<file path="src/rtl/multi_unit_issue_pkg.sv">
// Processor control package: shared issue-stage types and functional-unit indices.
package multi_unit_issue_pkg;

  localparam int DATA_W    = 16;
  localparam int REGADDR_W = 4;
  localparam int MINOROP_W = 4;
  localparam int WBSRC_W   = 2;
  localparam int UNIT_W    = 5;

  localparam int UNIT_ALU0   = 0;
  localparam int UNIT_ALU1   = 1;
  localparam int UNIT_CALU   = 2;
  localparam int UNIT_LSU    = 3;
  localparam int UNIT_BRANCH = 4;

  typedef enum logic [0:0] {
    IDLE = 1'b0,
    HOLD = 1'b1
  } issue_state_t;

  typedef struct packed {
    logic [MINOROP_W-1:0] opcode;
    logic [WBSRC_W-1:0]   wbsrc;
    logic                 wben;
    logic [REGADDR_W-1:0] wbaddr;
    logic [DATA_W-1:0]    dataA;
    logic [DATA_W-1:0]    dataB;
    logic [UNIT_W-1:0]    unit;
  } issue_bundle_t;

endpackage

</file>
<file path="src/rtl/multi_unit_issue_hold_register.sv">
// Single-entry skid register that parks one issue bundle while its unit is busy.
module issue_hold_register
  import multi_unit_issue_pkg::*;
(
  input  logic          clk,
  input  logic          sync_rst,
  input  logic          load,
  input  logic          clear,
  input  issue_bundle_t d,
  output issue_bundle_t q,
  output logic          valid
);

  // Entry storage; clear takes priority over load.
  always_ff @(posedge clk) begin
    if (sync_rst) begin
      q     <= '0;
      valid <= 1'b0;
    end else if (clear) begin
      q     <= '0;
      valid <= 1'b0;
    end else if (load) begin
      q     <= d;
      valid <= 1'b1;
    end
  end

endmodule

</file>
<file path="src/rtl/multi_unit_issue.sv">
// Issue stage: routes one decoded instruction per cycle to a functional unit,
// parking it in a skid register when a handshaked unit is not ready.
module multi_unit_issue
  import multi_unit_issue_pkg::*;
#(
  parameter int DATABITWIDTH    = DATA_W,
  parameter int REGADDRBITWIDTH = REGADDR_W,
  parameter int FUNITS          = UNIT_W,
  parameter int MINOROPBITWIDTH = MINOROP_W,
  parameter int WBSRCBITWIDTH   = WBSRC_W,
  parameter logic [FUNITS-1:0] HANDSHAKE_MASK = 5'b01000,
  parameter int PERFCNTBITWIDTH = 16
) (
  input  logic                       clk,
  input  logic                       clk_en,
  input  logic                       sync_rst,
  input  logic                       StallIn,
  input  logic [FUNITS-1:0]          FunctionalUnitEnable,
  input  logic [MINOROPBITWIDTH-1:0] MinorOpcode,
  input  logic [WBSRCBITWIDTH-1:0]   WriteBackSourceIn,
  input  logic                       WritebackEnIn,
  input  logic [REGADDRBITWIDTH-1:0] WritebackRegAddr,
  input  logic [DATABITWIDTH-1:0]    RegADataIn,
  input  logic [DATABITWIDTH-1:0]    RegBDataIn,
  input  logic [FUNITS-1:0]          Unit_REQ,
  output logic [FUNITS-1:0]          Unit_ACK,
  output logic [MINOROPBITWIDTH-1:0] Unit_MinorOpcode,
  output logic [DATABITWIDTH-1:0]    Data_A,
  output logic [DATABITWIDTH-1:0]    Data_B,
  output logic                       RegWriteEn,
  output logic [WBSRCBITWIDTH-1:0]   WriteBackSourceOut,
  output logic [REGADDRBITWIDTH-1:0] RegWriteAddrOut,
  output logic                       IssueCongestionStallOut,
  output logic                       MultiHotError,
  output logic [PERFCNTBITWIDTH-1:0] CongestionCycles
);

  localparam logic [FUNITS-1:0] ONE = {{(FUNITS-1){1'b0}}, 1'b1};

  issue_state_t stateR, stateNext;
  issue_bundle_t liveS, holdQ, srcS;
  logic [FUNITS-1:0] readyS, enLowS, srcUnitS, ackS;
  logic multiHotS, goS, srcReadyS, loadS, clearS, stallS, multiHotErrR;
  logic [PERFCNTBITWIDTH-1:0] congCntR;

  // Lowest set bit wins on a multi-hot enable.
  assign enLowS    = FunctionalUnitEnable & (~FunctionalUnitEnable + ONE);
  assign multiHotS = |(FunctionalUnitEnable & (FunctionalUnitEnable - ONE));
  assign readyS    = ~HANDSHAKE_MASK | Unit_REQ;
  assign goS       = ~StallIn & clk_en;

  assign liveS.opcode = MINOROP_W'(MinorOpcode);
  assign liveS.wbsrc  = WBSRC_W'(WriteBackSourceIn);
  assign liveS.wben   = WritebackEnIn;
  assign liveS.wbaddr = REGADDR_W'(WritebackRegAddr);
  assign liveS.dataA  = DATA_W'(RegADataIn);
  assign liveS.dataB  = DATA_W'(RegBDataIn);
  assign liveS.unit   = UNIT_W'(enLowS);

  assign srcS      = (stateR == HOLD) ? holdQ : liveS;
  assign srcUnitS  = FUNITS'(srcS.unit);
  assign srcReadyS = |(srcUnitS & readyS);

  issue_hold_register uHold (
    .clk      (clk),
    .sync_rst (sync_rst),
    .load     (loadS),
    .clear    (clearS),
    .d        (liveS),
    .q        (holdQ),
    .valid    ()
  );

  // Next-state, issue strobe and congestion stall.
  always_comb begin
    stateNext = stateR;
    ackS      = '0;
    loadS     = 1'b0;
    clearS    = 1'b0;
    stallS    = 1'b0;
    case (stateR)
      IDLE: begin
        if (goS && (|srcUnitS)) begin
          if (srcReadyS) begin
            ackS = srcUnitS;
          end else begin
            loadS     = 1'b1;
            stateNext = HOLD;
          end
        end else begin
          stateNext = IDLE;
        end
      end
      HOLD: begin
        if (goS && srcReadyS) begin
          ackS      = srcUnitS;
          clearS    = 1'b1;
          stateNext = IDLE;
        end else begin
          stallS = 1'b1;
        end
      end
      default: begin
        stateNext = IDLE;
      end
    endcase
  end

  // State register.
  always_ff @(posedge clk) begin
    if (sync_rst) begin
      stateR <= IDLE;
    end else if (clk_en) begin
      stateR <= stateNext;
    end
  end

  // Sticky multi-hot flag and saturating congestion counter.
  always_ff @(posedge clk) begin
    if (sync_rst) begin
      multiHotErrR <= 1'b0;
      congCntR     <= '0;
    end else if (clk_en) begin
      if (multiHotS && (stateR == IDLE)) begin
        multiHotErrR <= 1'b1;
      end
      if (stallS && !(&congCntR)) begin
        congCntR <= congCntR + PERFCNTBITWIDTH'(1);
      end
    end
  end

  assign Unit_ACK                = ackS;
  assign Unit_MinorOpcode        = MINOROPBITWIDTH'(srcS.opcode);
  assign Data_A                  = DATABITWIDTH'(srcS.dataA);
  assign Data_B                  = DATABITWIDTH'(srcS.dataB);
  assign RegWriteEn              = srcS.wben & (|ackS);
  assign WriteBackSourceOut      = WBSRCBITWIDTH'(srcS.wbsrc);
  assign RegWriteAddrOut         = REGADDRBITWIDTH'(srcS.wbaddr);
  assign IssueCongestionStallOut = stallS;
  assign MultiHotError           = multiHotErrR;
  assign CongestionCycles        = congCntR;

endmodule

</file>
<file path="config.mk">
export PLATFORM = sky130hd
export DESIGN_NAME = multi_unit_issue
export DESIGN_NICKNAME = d
export VERILOG_FILES = /design/src/rtl/multi_unit_issue_pkg.sv /design/src/rtl/multi_unit_issue_hold_register.sv /design/src/rtl/multi_unit_issue.sv
export SDC_FILE = /design/constraint.sdc
export NUM_CORES = 1
export LEC_CHECK = 0
export CELL_PAD_IN_SITES_DETAIL_PLACEMENT = 0
export CELL_PAD_IN_SITES_GLOBAL_PLACEMENT = 1
export CORE_MARGIN = 5
export CORE_UTILIZATION = 38
export CTS_BUF_LIST = sky130_fd_sc_hd__clkbuf_4
export DETAILED_ROUTE_END_ITERATION = 10
export DONT_BUFFER_PORTS = 1
export PLACE_DENSITY = 0.64
export SYNTH_ARGS = -nofsm -noshare
export SYNTH_HDL_FRONTEND = slang
export SYNTH_HIERARCHICAL = 1
export SYNTH_SLANG_ARGS = --single-unit
</file>
<file path="constraint.sdc">
create_clock -name clk -period 2.8 [get_ports clk]
set_clock_uncertainty 0.05 [all_clocks]
set_input_delay 0.7 -clock clk [delete_from_list [all_inputs] [get_ports clk]]
set_output_delay 0.7 -clock clk [all_outputs]
set_load 0.01 [all_outputs]
</file>
==> metrics.txt, run 1 <==
Critical Path RT 2.05 ns; # IOs 123; drt pass-1 iters 4; Initial Util 0.391; CP startpoint kind flip-flop; initial antenna violation count 0; hold slack final 0.302 ns; PortBufs 0; R2R depth 9; Placement Rows 34; DP HPWL 5300 um; TritonCTS buffer count 9; final period utilization 0.962; final RePlAce weighted congestion 0.756; width of the die 105 um; RSZ-0062 raised after global routing true; Max Cap Violations 0; Syn Inst Count 363; fill count 893; ANT cells 0; Synthesis Warnings 6; Layout Area Growth over Synthesis 7.20%; share of layout cells above drive strength 1 0.235; grt total ovfl 0; via count 2545; mapped cell area 3420 sq um; core area 8760 sq um; final setup vio count 0; drt first-iter violations 53; drt drc 0; CTS sink cnt 66; drt via density 5.41; GR Util All Layers 0.134; CP Capture Type output port; Worst Max-Slew Pin Slew 0.551 ns; Clock transition at path regs 0.12 ns; Setup CP Type flip-flop to output port; largest net degree at the start of global routing 49; Slew Limit Fails 0; crit path time final 2.69 ns; Hold Path Class input pin to flip-flop; VDD IR max 0.344 mV; Chip Height 105 um; Leak 1.21 nW; detailed-route wire length 7520 um; crit path DAT 1.94 ns; vias in the first global route 2490; Setup TNS Final 0 ns; Routed Antenna Nets 0; synthesized area per cell 9.43 sq um; syn_nets 421; hold buffer count at cts 0; outcome finished clean; CP Max Fanout 3; final hold viol count 0; Slew headroom 0.633; Hold Path Stages 1; CTS Buffer Depth 2; nets@finish 415; Fmax 371 MHz; # H-tree levels 3; Power per Cell Area 473 nW/um^2; global-route wire length before repair 12300 um; CTS tree built; Clock Latency Late Sink 0.39 ns; die area 11000 sq um; DR WL/cell 16.0 um; CTS Root Cell clkbuf_4
[routing by layer]
layer / GRT usage / share of wire
met5: 0 / 0
met4: 0.0411 / 0.013
met3: 0.0771 / 0.097
met2: 0.212 / 0.45
met1: 0.154 / 0.44
[critical path: stages, from the launching register on]
cell	delay, ns
dfxtp_2	0.34
or4_4	0.56
nand2_4	0.09
o2111ai_1	0.10
and2_1	0.19
a22o_1	0.27
[layout make-up]
cell class / count / area [sq um] / share of cell area
Tap cell: 108 / 135 / 0.0368
Multi-Input combinational cell: 269 / 1980 / 0.538
Inverter: 3 / 11.3 / 0.00307
Clock buffer: 9 / 67.6 / 0.0184
Timing Repair Buffer: 8 / 85.1 / 0.0232
Sequential cell: 66 / 1330 / 0.361
Clock inverter: 7 / 70.1 / 0.0191
[cell usage in the layout, fill, tap and decap left out, drive strengths merged, types with 4 or more instances in the layout]
master  count
nor2       69
dfxtp      66
mux2       49
mux2i      49
a21oi      13
nand2      12
nor2b      10
clkbuf      9
buf         8
nand4       7
o21ai       6
nand3       6
or4         5
a22o        4
or3         4
clkinv      4
[final timing paths]
kind	from	to	slack (ns)
setup / recovery	uHold/q[1]	Unit_ACK[2]	0.11
hold / removal	sync_rst	CongestionCycles[8]	0.30
setup reg to reg	uHold/q[1]	uHold/q[39]	0.34
hold reg to reg	uHold/q[43]	uHold/q[43]	0.45
[stage by stage]
| step | std cells | instance area, sq um | util | setup slack [ns] | power [W] |
|---|---|---|---|---|---|
| finish | 470 | 3670 | 0.419 | 0.106 | 0.00174 |
| global placement | 452 | 3490 | 0.399 | 0.233 | 0.00113 |
| CTS | 468 | 3640 | 0.415 | 0.00418 | 0.00178 |
| global route | 470 | 3670 | 0.419 | -0.0160 | 0.00184 |
| floorplan | 363 | 3420 | - | 0.0195 | 0.00111 |
| detailed placement | 452 | 3490 | 0.399 | 0.225 | 0.00113 |
[registers in the layout (all words and copies together), names as in the netlist]
name and cells:
CongestionCycles 16, MultiHotError 1, stateR 1, uHold/q 48
[report_power, final]
group	internal, W	switching (W)
logic	0.0000686	0.0000818
registers	0.000952	0.00000793
clock network	0.000269	0.000356
total	0.00129	0.000446
[what timing repair did]
item,in CTS,in global routing
buffers inserted,0,2
setup endpoints to repair,1,4
pin swaps,1,4
gates resized for setup,2,6
(Power assumes the default switching activity.)
==> run 2: changes to the inputs <==
--- a/config.mk
+++ b/config.mk
@@ -8,11 +8,11 @@
 export CELL_PAD_IN_SITES_DETAIL_PLACEMENT = 0
 export CELL_PAD_IN_SITES_GLOBAL_PLACEMENT = 1
 export CORE_MARGIN = 5
-export CORE_UTILIZATION = 38
+export CORE_UTILIZATION = 45
 export CTS_BUF_LIST = sky130_fd_sc_hd__clkbuf_4
 export DETAILED_ROUTE_END_ITERATION = 10
 export DONT_BUFFER_PORTS = 1
-export PLACE_DENSITY = 0.64
+export PLACE_DENSITY = 0.74
 export SYNTH_ARGS = -nofsm -noshare
 export SYNTH_HDL_FRONTEND = slang
 export SYNTH_HIERARCHICAL = 1
==> metrics.txt, run 2 (synthesis results as in run 1) <==
outcome finished clean; CP Capture Type output port; slowest stage delay, CP 0.56 ns (about the same); DP HPWL 5100 um (-3.6%); post-route cell area 3600 sq um (-1.9%); Slew Limit Fails 0 (unchanged); CTS Root Cell clkbuf_4; ANT cells 0 (unchanged); drt via density 5.55 (+2.5%); Hold Crit Endpoint stateR; PortBufs 0 (unchanged); most common cell after layout, fill and taps aside nor2_1; NetSw 0.000419 W (-6.0%); Critical Path RT 2.05 ns (about the same); r2r endpoint uHold/q[21]; core area 7330 sq um (-16%); CTS tree built; Initial Util 0.467 (+0.0763); RSZ-0062 raised after global routing false; Power per Cell Area 457 nW/um^2 (-3.5%); grt total ovfl 0 (unchanged); largest net degree at the start of global routing 49 (unchanged); final setup vio count 0 (unchanged); Reg area 1330 sq um (unchanged); final hold viol count 0 (unchanged); Slew headroom 0.637 (+0.00439); Max Cap Violations 0 (unchanged); P_int 0.00122 W (-5.1%); vias in the first global route 2396 (-3.8%); share of layout cells above drive strength 1 0.227 (-0.00766); combinational power share 0.089 (+0.002); # H-tree levels 3 (unchanged); detailed-route wire length 7340 um (-2.4%); Most flops, register uHold/q; # IOs 123 (unchanged); drt first-iter violations 90 (+70%); CP Max Fanout 3 (unchanged); Reg power frac 0.584 (+0.031); hold buffer count at cts 0 (unchanged); Hold Path Class input pin to flip-flop; Clock transition at path regs 0.11 ns (about the same); via count 2553 (+0.31%); fill count 710 (-20%); clock network power share 0.327 (-0.033); initial antenna violation count 0 (unchanged); max reg flops 48 (unchanged); most frequent cells in the layout nor2_1 (69), dfxtp_1 (63), mux2_2 (49), mux2i_1 (49), a21oi_1 (13); GR Util All Layers 0.153 (+0.0192); Setup TNS Final 0 ns (unchanged); CP top delay family simple AND/OR/NAND/NOR gates; nets@finish 414 (-0.24%); Clock Latency Late Sink 0.40 ns (about the same); CP Cell Sequence or4_4 > nand2_4 > o2111ai_1 > and2_4 > a22o_1; die area 9450 sq um (-14%); Post-DP Area 3470 sq um (-0.68%); buffer and inverter count on the worst path 0 (unchanged); Reg2Reg Setup Slack 0.39 ns (+0.05 ns); crit path DAT 1.92 ns (-0.02 ns); Layout Area Growth over Synthesis 5.15%; Crit path depth 5 (unchanged); slowest CP cell or4_4; CTS sink cnt 66 (unchanged); drt pass-1 iters 7 (+3); R2R Path Start uHold/q[4]; crit path from uHold/q[4]; drt drc 0 (unchanged); TritonCTS buffer count 9 (unchanged); VDD IR max 0.278 mV (-19%); final RePlAce weighted congestion 0.767 (+1.5%); Worst Max-Slew Pin Slew 0.544 ns (-0.00659 ns); DR WL/cell 16.0 um (-0.30%); Hold Path Stages 1 (unchanged); Chip Height 97.2 um (-7.3%); CP startpoint kind flip-flop; R2R depth 9 (unchanged); width of the die 97.2 um (-7.3%); Leak 1.21 nW (-0.59%); CTS Buffer Depth 2 (unchanged); Placement Rows 31 (-8.8%); global-route wire length before repair 12000 um (-2.0%); Routed Antenna Nets 0 (unchanged); sw frac 0.255 (-0.00193); Fmax 374 MHz (+0.85%); area of the multi-input gates 1970 sq um (-0.51%); HP Start sync_rst; crit path time final 2.67 ns (-0.0227 ns); Setup CP Type flip-flop to output port; final period utilization 0.954 (-0.00810)
run 2: cell types whose count changed in the layout (fill, tap and decap cells not counted), sizes merged:
| cell | previous run | this run |
|---|---|---|
| buf | 8 | 7 |
| clkinvlp | 2 | 0 |
| bufinv | 1 | 0 |
| clkbuf | 9 | 12 |
run 2: cell type report:
cell class / instances / share of cell area
clock buffers: 12 / 0.0250
clock inverters: 4 / 0.00521
inverters: 3 / 0.00313
multi-input cells: 269 / 0.546
flip-flops and latches: 66 / 0.368
well taps: 99 / 0.0344
repair buffers: 7 / 0.0181
run 2: timing repair:
item	CTS	global route
pin swaps	1	5
endpoints found under the setup margin	1	4
gates cloned	0	0
buffers inserted	0	1
gates resized for setup	1	5
run 2: layer usage:
layer	global-route usage	routed length, um	vias to the layer above
met4	0.0735	130	0
li1	-	-	1277
met2	0.240	3380	83
met3	0.0660	672	11
met1	0.180	3150	1182
met5	0	0	-
run 2: worst max path at each step:
stage	to	slack, ns
finish	Unit_ACK[2]	0.13
global route	RegWriteEn	0.01
CTS	RegWriteEn	0.02
detailed placement	Unit_ACK[3]	0.23
global placement	Unit_ACK[3]	0.24
floorplan	Unit_ACK[3]	0.02
run 2: metrics by stage:
| step | setup WS (ns) | util | hold slack (ns) | total power (W) | std cells |
|---|---|---|---|---|---|
| 2_1_floorplan | 0.0195 | - | 0.404 | 0.00111 | 363 |
| 3_3_place_gp | 0.238 | 0.473 | 0.417 | 0.00113 | 443 |
| 3_5_place_dp | 0.227 | 0.473 | 0.427 | 0.00113 | 443 |
| 4_1_cts | 0.0205 | 0.489 | 0.255 | 0.00168 | 459 |
| 5_1_grt | 0.0113 | 0.491 | 0.247 | 0.00173 | 460 |
| 6_report | 0.129 | 0.491 | 0.295 | 0.00164 | 460 |
run 2: power groups by stage:
| stage | Clock [W] | Sequential (W) | Combinational [W] |
|---|---|---|---|
| floorplan | 0 | 0.000979 | 0.000133 |
| global placement | 0 | 0.000981 | 0.000145 |
| detailed placement | 0 | 0.000981 | 0.000145 |
| CTS | 0.000570 | 0.000960 | 0.000145 |
| global route | 0.000610 | 0.000962 | 0.000160 |
| finish | 0.000537 | 0.000960 | 0.000146 |
run 2: worst register-to-register path, stage by stage, from the launching register on:
cell and delay [ns]:
dfxtp_2 0.34, or4_4 0.56, nand2_4 0.08, o311ai_1 0.08, buf_4 0.17, buf_4 0.13
nor3b_2 0.28, buf_12 0.29, mux2i_1 0.26, nor2_1 0.06
==> run 3: changes to the inputs <==
--- a/config.mk
+++ b/config.mk
@@ -7,7 +7,7 @@
 export LEC_CHECK = 0
 export CELL_PAD_IN_SITES_DETAIL_PLACEMENT = 0
 export CELL_PAD_IN_SITES_GLOBAL_PLACEMENT = 1
-export CORE_MARGIN = 5
+export CORE_MARGIN = 1.5
 export CORE_UTILIZATION = 45
 export CTS_BUF_LIST = sky130_fd_sc_hd__clkbuf_4
 export DETAILED_ROUTE_END_ITERATION = 10
==> metrics.txt, run 3 (synthesis results as in run 1) <==
most common cell after layout, fill and taps aside nor2_1; CP Max Fanout 5 (+2); final period utilization 0.973 (+0.0192); Non-Filler Instances 463 (+0.65%); Max Cap Violations 0 (unchanged); CP startpoint kind flip-flop; CP Capture Type output port; CTS sink cnt 66 (unchanged); final RePlAce weighted congestion 0.742 (-3.3%); Clock Latency Late Sink 0.40 ns (about the same); slowest stage delay, CP 0.53 ns (-0.03 ns); PortBufs 0 (unchanged); Placement Rows 31 (unchanged); Slew Limit Fails 0 (unchanged); crit path time final 2.73 ns (+0.0538 ns); grt total ovfl 0 (unchanged); vias in the first global route 2492 (+4.0%); drt via density 5.56 (+0.21%); Worst Max-Slew Pin Slew 0.452 ns (-0.0920 ns); Routed Antenna Nets 0 (unchanged); final setup vio count 0 (unchanged); TritonCTS buffer count 9 (unchanged); placed insts 447 (+0.90%); drt first-iter violations 87 (-3.3%); width of the die 90.2 um (-7.2%); Leak 1.21 nW (+0.13%); Reg2Reg Setup Slack 0.23 ns (-0.16 ns); Hold Path Class input pin to flip-flop; global-route wire length before repair 11500 um (-4.5%); CTS tree built; final hold viol count 0 (unchanged); most frequent cells in the layout nor2_1 (69), dfxtp_1 (63), mux2_2 (49), mux2i_1 (49), a21oi_1 (13); # H-tree levels 3 (unchanged); max reg flops 48 (unchanged); initial antenna violation count 0 (unchanged); GR Util All Layers 0.174 (+0.0202); RSZ-0062 raised after global routing true; post-route cell area 3630 sq um (+0.97%); CTS Root Cell clkbuf_4; Chip Height 90.2 um (-7.2%); DP HPWL 4940 um (-3.3%); ANT cells 0 (unchanged); dpl ws 0.210 ns (-0.0173 ns); hold buffer count at cts 0 (unchanged); Power per Cell Area 439 nW/um^2 (-3.9%); # IOs 123 (unchanged); most used cell, CP buf_4; Most flops, register uHold/q; Clock transition at path regs 0.11 ns (about the same); largest net degree at the start of global routing 33 (-33%); Setup CP Type flip-flop to output port; core area 7290 sq um (-0.53%); detailed-route wire length 7070 um (-3.6%); overall power 0.00160 W (-2.9%); Initial Util 0.469 (+0.00248); nets@finish 419 (+1.2%); DR WL/cell 15.3 um (-4.2%); via count 2575 (+0.86%); outcome finished clean; CTS Buffer Depth 2 (unchanged); Slew headroom 0.697 (+0.0597); Layout Area Growth over Synthesis 6.18%; share of layout cells above drive strength 1 0.239 (+0.0119); Fmax 367 MHz (-2.0%); die area 8140 sq um (-14%); drt pass-1 iters 4 (-3); VDD IR max 0.280 mV (+0.88%); Critical Path RT 2.05 ns (about the same); crit path DAT 1.98 ns (+0.06 ns); slowest CP cell or4_4; setup ws final 0.0747 ns (-0.0538 ns); drt drc 0 (unchanged); Post-DP Area 3500 sq um (+0.87%); CP Cell Sequence or4_4 > nand2_2 > o311ai_0 > buf_4 > a21oi_1 > buf_4
run 3: cell types whose count changed in the layout (fill, tap and decap cells not counted):
cell / before / now
o2111ai_4: 0 / 1
nand2_2: 0 / 2
o311ai_1: 1 / 0
buf_4: 6 / 11
nand2_4: 1 / 0
nand2_1: 11 / 10
o311ai_0: 0 / 1
clkinv_2: 3 / 4
clkbuf_4: 12 / 9
o2111ai_1: 2 / 1
run 3: path summary, 6_finish.rpt:
check / cells after the start / start / end
setup reg to reg: 9 / uHold/q[1] / uHold/q[4]
setup / recovery: 6 / uHold/q[1] / IssueCongestionStallOut
hold reg to reg: 2 / uHold/q[47] / uHold/q[47]
hold / removal: 1 / sync_rst / CongestionCycles[15]
run 3: metrics by stage:
stage | hold WS (ns) | util | setup TNS, ns
2_1_floorplan | 0.404 | - | 0
3_3_place_gp | 0.415 | 0.480 | 0
3_5_place_dp | 0.426 | 0.480 | 0
4_1_cts | 0.274 | 0.493 | 0
5_1_grt | 0.273 | 0.498 | -0.00807
6_report | 0.311 | 0.498 | 0
run 3: worst max-delay path, delay by kind of cell (launching register included):
kind | cells | cell delay [ns]
DFF | 1 | 0.34
buffers and inverters | 2 | 0.34
AOI/OAI and AO/OA | 2 | 0.27
and+or+nand+nor | 2 | 0.63
run 3: layout make-up:
type	count	area (sq um)
repair buffers	12	103
clock buffers	9	67.6
multi-input cells	269	1980
flip-flops and latches	66	1330
clock inverters	5	23.8
inverters	3	11.3
well taps	99	124
fillers	754	3660
run 3: routing by layer:
layer / share of wire / wire length [um] / vias up / global-route usage
met5: 0 / 0 / - / 0
met4: 0.018 / 125 / 0 / 0.0714
met3: 0.076 / 537 / 12 / 0.0567
met2: 0.49 / 3450 / 73 / 0.308
met1: 0.42 / 2960 / 1204 / 0.189
li1: - / - / 1286 / -
run 3: timing repair:
item,in CTS,in global routing
endpoints found under the hold margin,0,0
buffers inserted,0,2
resized for setup,1,6
pin swaps,1,3
setup endpoints to repair,1,4
run 3: power by group:
part	switching [W]	total, W	internal, W
registers	0.00000785	0.000960	0.000952
clock network	0.000323	0.000487	0.000164
logic	0.0000807	0.000149	0.0000684
